File: config.mk
export PLATFORM = sky130hd
export DESIGN_NAME = adder_tree_ctrl_l6_flat
export DESIGN_NICKNAME = d
export VERILOG_FILES = /design/src/rtl/adder_tree_ctrl_l6_if.sv /design/src/rtl/adder_tree_ctrl_l6.sv /design/src/flat_wrapper.sv
export SDC_FILE = /design/constraint.sdc
export NUM_CORES = 1
export LEC_CHECK = 0
export CAP_MARGIN = 20
export CORE_MARGIN = 10
export CORE_UTILIZATION = 45
export CTS_CLUSTER_DIAMETER = 150
export DETAILED_ROUTE_END_ITERATION = 16
export PLACE_DENSITY = 0.7
export SLEW_MARGIN = 0
export SYNTH_ARGS = -nofsm -noshare
export SYNTH_HDL_FRONTEND = slang
export SYNTH_SLANG_ARGS = --single-unit
File: constraint.sdc
create_clock -name clk -period 3.65 [get_ports clk]
set_input_delay 0.73 -clock clk [delete_from_list [all_inputs] [get_ports clk]]
set_output_delay 0.73 -clock clk [all_outputs]
set_load 0.03 [all_outputs]
File: src/rtl/adder_tree_ctrl_l6_if.sv
// Control bus between the layer-6 adder-tree sequencer and its neighbours.
//   master : the sequencer (takes start/counts, drives fetch, load and result strobes)
//   slave  : buffer/address logic, accumulator and write-back side
// Signals:
//   start, num_groups, num_outputs              job request
//   busy, done                                  job status
//   rd_en, rd_grp, rd_pix                       operand fetch
//   load_sig                                    accumulator load
//   out_valid, out_pix                          finished pixel
//   skip_rd_en                                  skip fetch (ADDER_CTRL_SKIP_EN only)
interface adder_tree_ctrl_l6_if #(
    parameter int GW = 10,
    parameter int OW = 12
);
    logic          start;
    logic [GW-1:0] num_groups;
    logic [OW-1:0] num_outputs;
    logic          busy;
    logic          done;
    logic          rd_en;
    logic [GW-1:0] rd_grp;
    logic [OW-1:0] rd_pix;
    logic          load_sig;
    logic          out_valid;
    logic [OW-1:0] out_pix;
`ifdef ADDER_CTRL_SKIP_EN
    logic          skip_rd_en;
`endif

    modport master (
        input  start, num_groups, num_outputs,
        output busy, done, rd_en, rd_grp, rd_pix, load_sig, out_valid, out_pix
`ifdef ADDER_CTRL_SKIP_EN
        , output skip_rd_en
`endif
    );

    modport slave (
        output start, num_groups, num_outputs,
        input  busy, done, rd_en, rd_grp, rd_pix, load_sig, out_valid, out_pix
`ifdef ADDER_CTRL_SKIP_EN
        , input skip_rd_en
`endif
    );
endinterface

File: src/rtl/adder_tree_ctrl_l6.sv
// Layer-6 adder-tree/accumulator sequencer.
// On start, walks num_outputs pixels x num_groups groups, one fetch per cycle,
// and carries a {first,last,pix} tag alongside each fetch through a PIPE_LAT-deep
// shift register so load_sig / out_valid line up with the datapath.
// Ports:
//   clk  rising-edge clock
//   rst  asynchronous active-high reset
//   bus  adder_tree_ctrl_l6_if.master (start/counts in; busy, done, rd_*, load_sig,
//        out_valid/out_pix, and skip_rd_en out)
// Optional feature: define ADDER_CTRL_SKIP_EN to drive skip_rd_en, which pulses
// PIPE_LAT cycles after each pixel's last-group fetch.
module adder_tree_ctrl_l6 #(
    parameter int N        = 4,
    parameter int GW       = 10,
    parameter int OW       = 12,
    parameter int PIPE_LAT = 3
) (
    input logic                 clk,
    input logic                 rst,
    adder_tree_ctrl_l6_if.master bus
);
    // N only documents the lane count; control timing does not depend on it.
    if (N < 1) begin : g_n_unsupported
    end

    typedef enum logic [1:0] {IDLE, RUN, DRAIN, DONE} state_t;

    typedef struct packed {
        logic          first;
        logic          last;
        logic [OW-1:0] pix;
    } tag_t;

    state_t        state_q, state_d;
    logic [GW-1:0] ng_q, grp_q;
    logic [OW-1:0] no_q, pix_q;
    logic          grp_last, pix_last, rd_en;

    tag_t              tag_pipe [1:PIPE_LAT];
    logic [PIPE_LAT:1] vld_pipe;
    logic              out_valid_q;
    logic [OW-1:0]     out_pix_q;

    assign grp_last = (grp_q == ng_q - GW'(1));
    assign pix_last = (pix_q == no_q - OW'(1));
    assign rd_en    = (state_q == RUN);

    always_ff @(posedge clk or posedge rst) begin
        if (rst) state_q <= IDLE;
        else     state_q <= state_d;
    end

    always_comb begin
        state_d = state_q;
        case (state_q)
            IDLE: if (bus.start)
                      state_d = (bus.num_groups != '0 && bus.num_outputs != '0) ? RUN : DONE;
            RUN:   if (grp_last && pix_last) state_d = DRAIN;
            // Wait for every issued tag to leave the pipe; the final out_valid
            // lands the cycle the pipe goes empty, so done follows it.
            DRAIN: if (vld_pipe == '0) state_d = DONE;
            DONE:  state_d = IDLE;
            default: state_d = IDLE;
        endcase
    end

    // Fetch counters; counts are captured only on an accepted start.
    always_ff @(posedge clk or posedge rst) begin
        if (rst) begin
            ng_q  <= '0;
            no_q  <= '0;
            grp_q <= '0;
            pix_q <= '0;
        end else if (state_q == IDLE && bus.start) begin
            ng_q  <= bus.num_groups;
            no_q  <= bus.num_outputs;
            grp_q <= '0;
            pix_q <= '0;
        end else if (state_q == RUN) begin
            if (grp_last) begin
                grp_q <= '0;
                // The terminal fetch leaves pix where it is instead of wrapping.
                if (!pix_last) pix_q <= pix_q + OW'(1);
            end else begin
                grp_q <= grp_q + GW'(1);
            end
        end
    end

    // Tag pipe: stage k holds the tag of the fetch issued k cycles earlier.
    always_ff @(posedge clk or posedge rst) begin
        if (rst) begin
            vld_pipe <= '0;
            for (int i = 1; i <= PIPE_LAT; i++) tag_pipe[i] <= '0;
        end else begin
            vld_pipe[1] <= rd_en;
            tag_pipe[1] <= '{first: (grp_q == '0), last: grp_last, pix: pix_q};
            for (int i = 2; i <= PIPE_LAT; i++) begin
                vld_pipe[i] <= vld_pipe[i-1];
                tag_pipe[i] <= tag_pipe[i-1];
            end
        end
    end

    // Result strobe sits one register behind the final stage, like the accumulator.
    always_ff @(posedge clk or posedge rst) begin
        if (rst) begin
            out_valid_q <= 1'b0;
            out_pix_q   <= '0;
        end else begin
            out_valid_q <= vld_pipe[PIPE_LAT] & tag_pipe[PIPE_LAT].last;
            if (vld_pipe[PIPE_LAT] && tag_pipe[PIPE_LAT].last)
                out_pix_q <= tag_pipe[PIPE_LAT].pix;
        end
    end

    assign bus.busy      = (state_q == RUN) || (state_q == DRAIN);
    assign bus.done      = (state_q == DONE);
    assign bus.rd_en     = rd_en;
    assign bus.rd_grp    = grp_q;
    assign bus.rd_pix    = pix_q;
    assign bus.load_sig  = vld_pipe[PIPE_LAT] & tag_pipe[PIPE_LAT].first;
    assign bus.out_valid = out_valid_q;
    assign bus.out_pix   = out_pix_q;
`ifdef ADDER_CTRL_SKIP_EN
    // Skip tensor has a 1-cycle memory, so fetching here makes in_skip valid with out_valid.
    assign bus.skip_rd_en = vld_pipe[PIPE_LAT] & tag_pipe[PIPE_LAT].last;
`endif
endmodule
File: src/flat_wrapper.sv
// flat-port wrapper written by rule: the top's interface ports become plain ports
module adder_tree_ctrl_l6_flat 
#(
    parameter int N        = 4,
    parameter int GW       = 10,
    parameter int OW       = 12,
    parameter int PIPE_LAT = 3
)
  (clk, rst, bus_start, bus_num_groups, bus_num_outputs, bus_busy, bus_done, bus_rd_en, bus_rd_grp, bus_rd_pix, bus_load_sig, bus_out_valid, bus_out_pix);
  adder_tree_ctrl_l6_if #(.GW(GW), .OW(OW)) bus_i ();
  input logic clk;
  input logic rst;
  input wire logic [$bits(bus_i.start)-1:0] bus_start;
  input wire logic [$bits(bus_i.num_groups)-1:0] bus_num_groups;
  input wire logic [$bits(bus_i.num_outputs)-1:0] bus_num_outputs;
  output wire logic [$bits(bus_i.busy)-1:0] bus_busy;
  output wire logic [$bits(bus_i.done)-1:0] bus_done;
  output wire logic [$bits(bus_i.rd_en)-1:0] bus_rd_en;
  output wire logic [$bits(bus_i.rd_grp)-1:0] bus_rd_grp;
  output wire logic [$bits(bus_i.rd_pix)-1:0] bus_rd_pix;
  output wire logic [$bits(bus_i.load_sig)-1:0] bus_load_sig;
  output wire logic [$bits(bus_i.out_valid)-1:0] bus_out_valid;
  output wire logic [$bits(bus_i.out_pix)-1:0] bus_out_pix;
  assign bus_i.start = bus_start;
  assign bus_i.num_groups = bus_num_groups;
  assign bus_i.num_outputs = bus_num_outputs;
  assign bus_busy = bus_i.busy;
  assign bus_done = bus_i.done;
  assign bus_rd_en = bus_i.rd_en;
  assign bus_rd_grp = bus_i.rd_grp;
  assign bus_rd_pix = bus_i.rd_pix;
  assign bus_load_sig = bus_i.load_sig;
  assign bus_out_valid = bus_i.out_valid;
  assign bus_out_pix = bus_i.out_pix;
  adder_tree_ctrl_l6 #(.N(N), .GW(GW), .OW(OW), .PIPE_LAT(PIPE_LAT)) u_core (.clk(clk), .rst(rst), .bus(bus_i));
endmodule
==> impl_metrics.json <==
{
  "numCtsBuffers": 9,
  "crit_type": "reg2reg",
  "drive_above_1_share": 0.08969,
  "routed_via_density": 5.471,
  "status": "finished clean",
  "layout_commonest_cell": "dfrtp_1",
  "antenna_found_initial": 0,
  "synthArstFlopShare": 1.000,
  "relSlewSlack": 0.3255,
  "p_int_mw": 2.309,
  "ctsLongestPathBuffers": 2,
  "die-area_sq_mm": 0.01533,
  "drt-wirelength-per-cell_um": 15.93,
  "yosys.area_share.adder": 0.02580,
  "grt-ovfl-total": 0,
  "combPwrFrac": 0.391,
  "switchingPower_mw": 1.613,
  "wirelength_mm": 10.51,
  "cp_cell_sequence": "inv_1 -> ha_1 -> or3b_1 -> o21ai_0 -> a21o_1 -> a31o_2 -> nand3_2 -> or4_1 -> a21oi_1",
  "tightest_slew_ps": 1009,
  "grt_pass1_wl_mm": 17.63,
  "place_ws_ps": 597.0,
  "finalCritPeriodShare": 0.8412,
  "ir_drop_mv": 0.4532,
  "setup_slack_ps": 579.7,
  "syn_area_sq_mm": 0.004850,
  "cp.arrival_ps": 3370,
  "port_buffers": 63,
  "ys_seq_area_frac": 0.5366,
  "grt_pass1_vias": 3672,
  "finalHoldViolCount": 0,
  "clkPwrFrac": 0.187,
  "synth_top_family_by_area": "simple AND/OR/NAND/NOR gates",
  "io_pins": 64,
  "rsz0062_at_grt": "no",
  "cpPeakStageDelay_ps": 650,
  "fin_nets": 554,
  "yosys_warnings": 0,
  "grt_util_met1": 0.1823,
  "synth_top_flop_cell": "dfrtp_1",
  "die_w_um": 123.8,
  "setup_tns_ps": 0,
  "holdWs_ps": 351.6,
  "synthXorXnorAreaFrac": 0.03973,
  "initial_core_util": 0.4656,
  "grtUsageMet3": 0.02262,
  "hpwl_mm": 7.537,
  "syn_nets": 499,
  "num-fill-cells": 951,
  "avgSynthCellArea_sq_um": 10.45,
  "grt_usage": 0.1412,
  "final_area_sq_mm": 0.005792,
  "clk_pin_slew_ps": 120,
  "slew_viol_final": 0,
  "p_seq_frac": 0.422,
  "cap_violations": 0,
  "reg2regPathDepth": 9,
  "diodes": 0,
  "cpMaxStageDelayCell": "or4_1",
  "syn2layout_area_growth_pct": 19.43,
  "yosysUniqueCellTypes": 57,
  "synthMuxAreaShare": 0.03199,
  "route.detailed.drc": 0,
  "start_kind": "flop",
  "min_path_type": "reg2reg",
  "cts_setup_buffers": 0,
  "clk_latency_ps": 370,
  "yosys.area_share.simple": 0.2214,
  "skew_ps": 17.14,
  "synth_top_area_share": 0.5366,
  "cts-root-buf": "clkbuf_8",
  "synth_seq_cells": 104,
  "num_vias": 3611,
  "first_pass_iters": 4,
  "gp_congestion": 0.8361,
  "synth_cells": 464,
  "rows": 37,
  "busiest_layer": "met2",
  "grt_max_degree": 105,
  "crit_path_end_kind": "flop",
  "timing.fmax_mhz": 325.7,
  "hold_depth": 0,
  "place_area_sq_mm": 0.005574,
  "cts_resized": 0,
  "path_max_fanout": 25,
  "p_per_area_mw_per_mm2": 677.3,
  "h-tree-depth": 3,
  "crit_required_ps": 3950,
  "first_iter_violations": 270,
  "setup_violations": 0,
  "use_met2": 0.2361,
  "cts_tree": "built",
  "core_area_sq_mm": 0.01042,
  "clock-sinks": 104,
  "postCtsHoldBufs": 0,
  "period_needed_ps": 3070,
  "fin_util": 0.5560,
  "synth_compound_area_frac": 0.1063,
  "yosysTopAreaCell": "dfrtp_1",
  "synthTopCellsByArea": "dfrtp_1 (54%), nand2_1 (5.5%), mux2_2 (2.8%), ha_1 (2.6%), xnor2_1 (2.3%)",
  "leakage_nw": 2.608,
  "most-common-layout-cells": "dfrtp_1 (104), nand2_1 (71), clkdlybuf4s50_1 (63)",
  "drt.antenna.violating_nets": 0,
  "synth_edf_count": 0,
  "swShare": 0.4113,
  "die_y_um": 123.8
}
[area by class of cell]
type	instances	area [sq um]	share of cell area
sequential	104	2603	0.4493
multi-input combinational	320	2062	0.3560
timing repair buffer	67	673.1	0.1162
tap	136	170.2	0.02938
clock buffer	9	123.9	0.02139
clock inverter	7	93.84	0.01620
inverter	17	66.31	0.01145
[state kept, by name (all words and copies together) (netlist names)]
signal / count
u_core.bus.rd_grp: 10
u_core.no_q: 12
u_core.ng_q: 10
u_core.state_q: 2
u_core.bus.rd_pix: 12
u_core.bus.out_valid: 1
u_core.tag_pipe: 42
u_core.bus.out_pix: 12
u_core.vld_pipe: 3
[kinds of logic after synthesis]
logic type	count (synthesis)
fa+ha+maj	10
compound gates	75
xor+xnor	22
flops	104
mux	14
buf+inv	40
simple gates	199
[routing by layer]
| metal | vias up | wire [um] |
|---|---|---|
| met1 | 1763 | 4805 |
| li1 | 1752 | - |
| met4 | 0 | 141 |
| met5 | - | 0 |
| met3 | 8 | 515 |
| met2 | 88 | 5049 |
[critical path, delay by kind of cell, from the launching register on]
| family | cells | cell delay [ps] |
|---|---|---|
| AOI/OAI and AO/OA | 4 | 810 |
| adders and majority gates | 1 | 170 |
| buffers and inverters | 1 | 90 |
| DFF | 1 | 440 |
| and+or+nand+nor | 3 | 1500 |
[cell usage after synthesis (4+ instances only)]
cell type    n
buf_6        4
a21oi_1     14
xor2_1       9
nor3b_1      6
o21ai_1      5
and2_1       5
dfrtp_1    104
a31oi_1      6
nand2b_1    10
nand3_1     17
nor3_1       7
xnor2_1     13
o21a_1       4
nand4_1      9
o21ai_0     15
and3_1       5
or3_1        6
inv_1       17
nor2_1      16
mux2_2      12
nand2_1     71
o31ai_1     11
nor2b_1      4
or4_1        8
nor4_1      14
ha_1        10
clkbuf_1    16
[power groups by stage]
| stage | Clock, mW | Combinational (mW) | Sequential, mW |
|---|---|---|---|
| 6_report | 0.732 | 1.53 | 1.66 |
| 3_3_place_gp | 0 | 1.49 | 1.66 |
| 3_5_place_dp | 0 | 1.54 | 1.68 |
| 2_1_floorplan | 0 | 1.13 | 1.64 |
| 4_1_cts | 0.758 | 1.55 | 1.65 |
| 5_1_grt | 0.806 | 1.72 | 1.70 |
[through the flow]
stage,total power [mW],instances
2_1_floorplan,2.773,464
3_3_place_gp,3.150,644
3_5_place_dp,3.218,644
4_1_cts,3.958,660
5_1_grt,4.218,660
6_report,3.923,660
[final timing paths]
check	start	slack, ps	end
min in group asynchronous	rst	840	u_core.bus.rd_grp[2]$_DFFE_PP0P_
max in group asynchronous	rst	2420	u_core.bus.out_pix[10]$_DFFE_PP0P_
worst min register to register	u_core.tag_pipe[28]$_DFF_PP0_	350	u_core.tag_pipe[14]$_DFF_PP0_
worst max-delay path	u_core.ng_q[0]$_DFFE_PP0P_	580	u_core.bus.rd_pix[11]$_DFFE_PP0P_
worst max register to register	u_core.ng_q[0]$_DFFE_PP0P_	580	u_core.bus.rd_pix[11]$_DFFE_PP0P_
worst min-delay path	u_core.tag_pipe[28]$_DFF_PP0_	350	u_core.tag_pipe[14]$_DFF_PP0_
No activity file was read; power rests on OpenSTA's default activity.
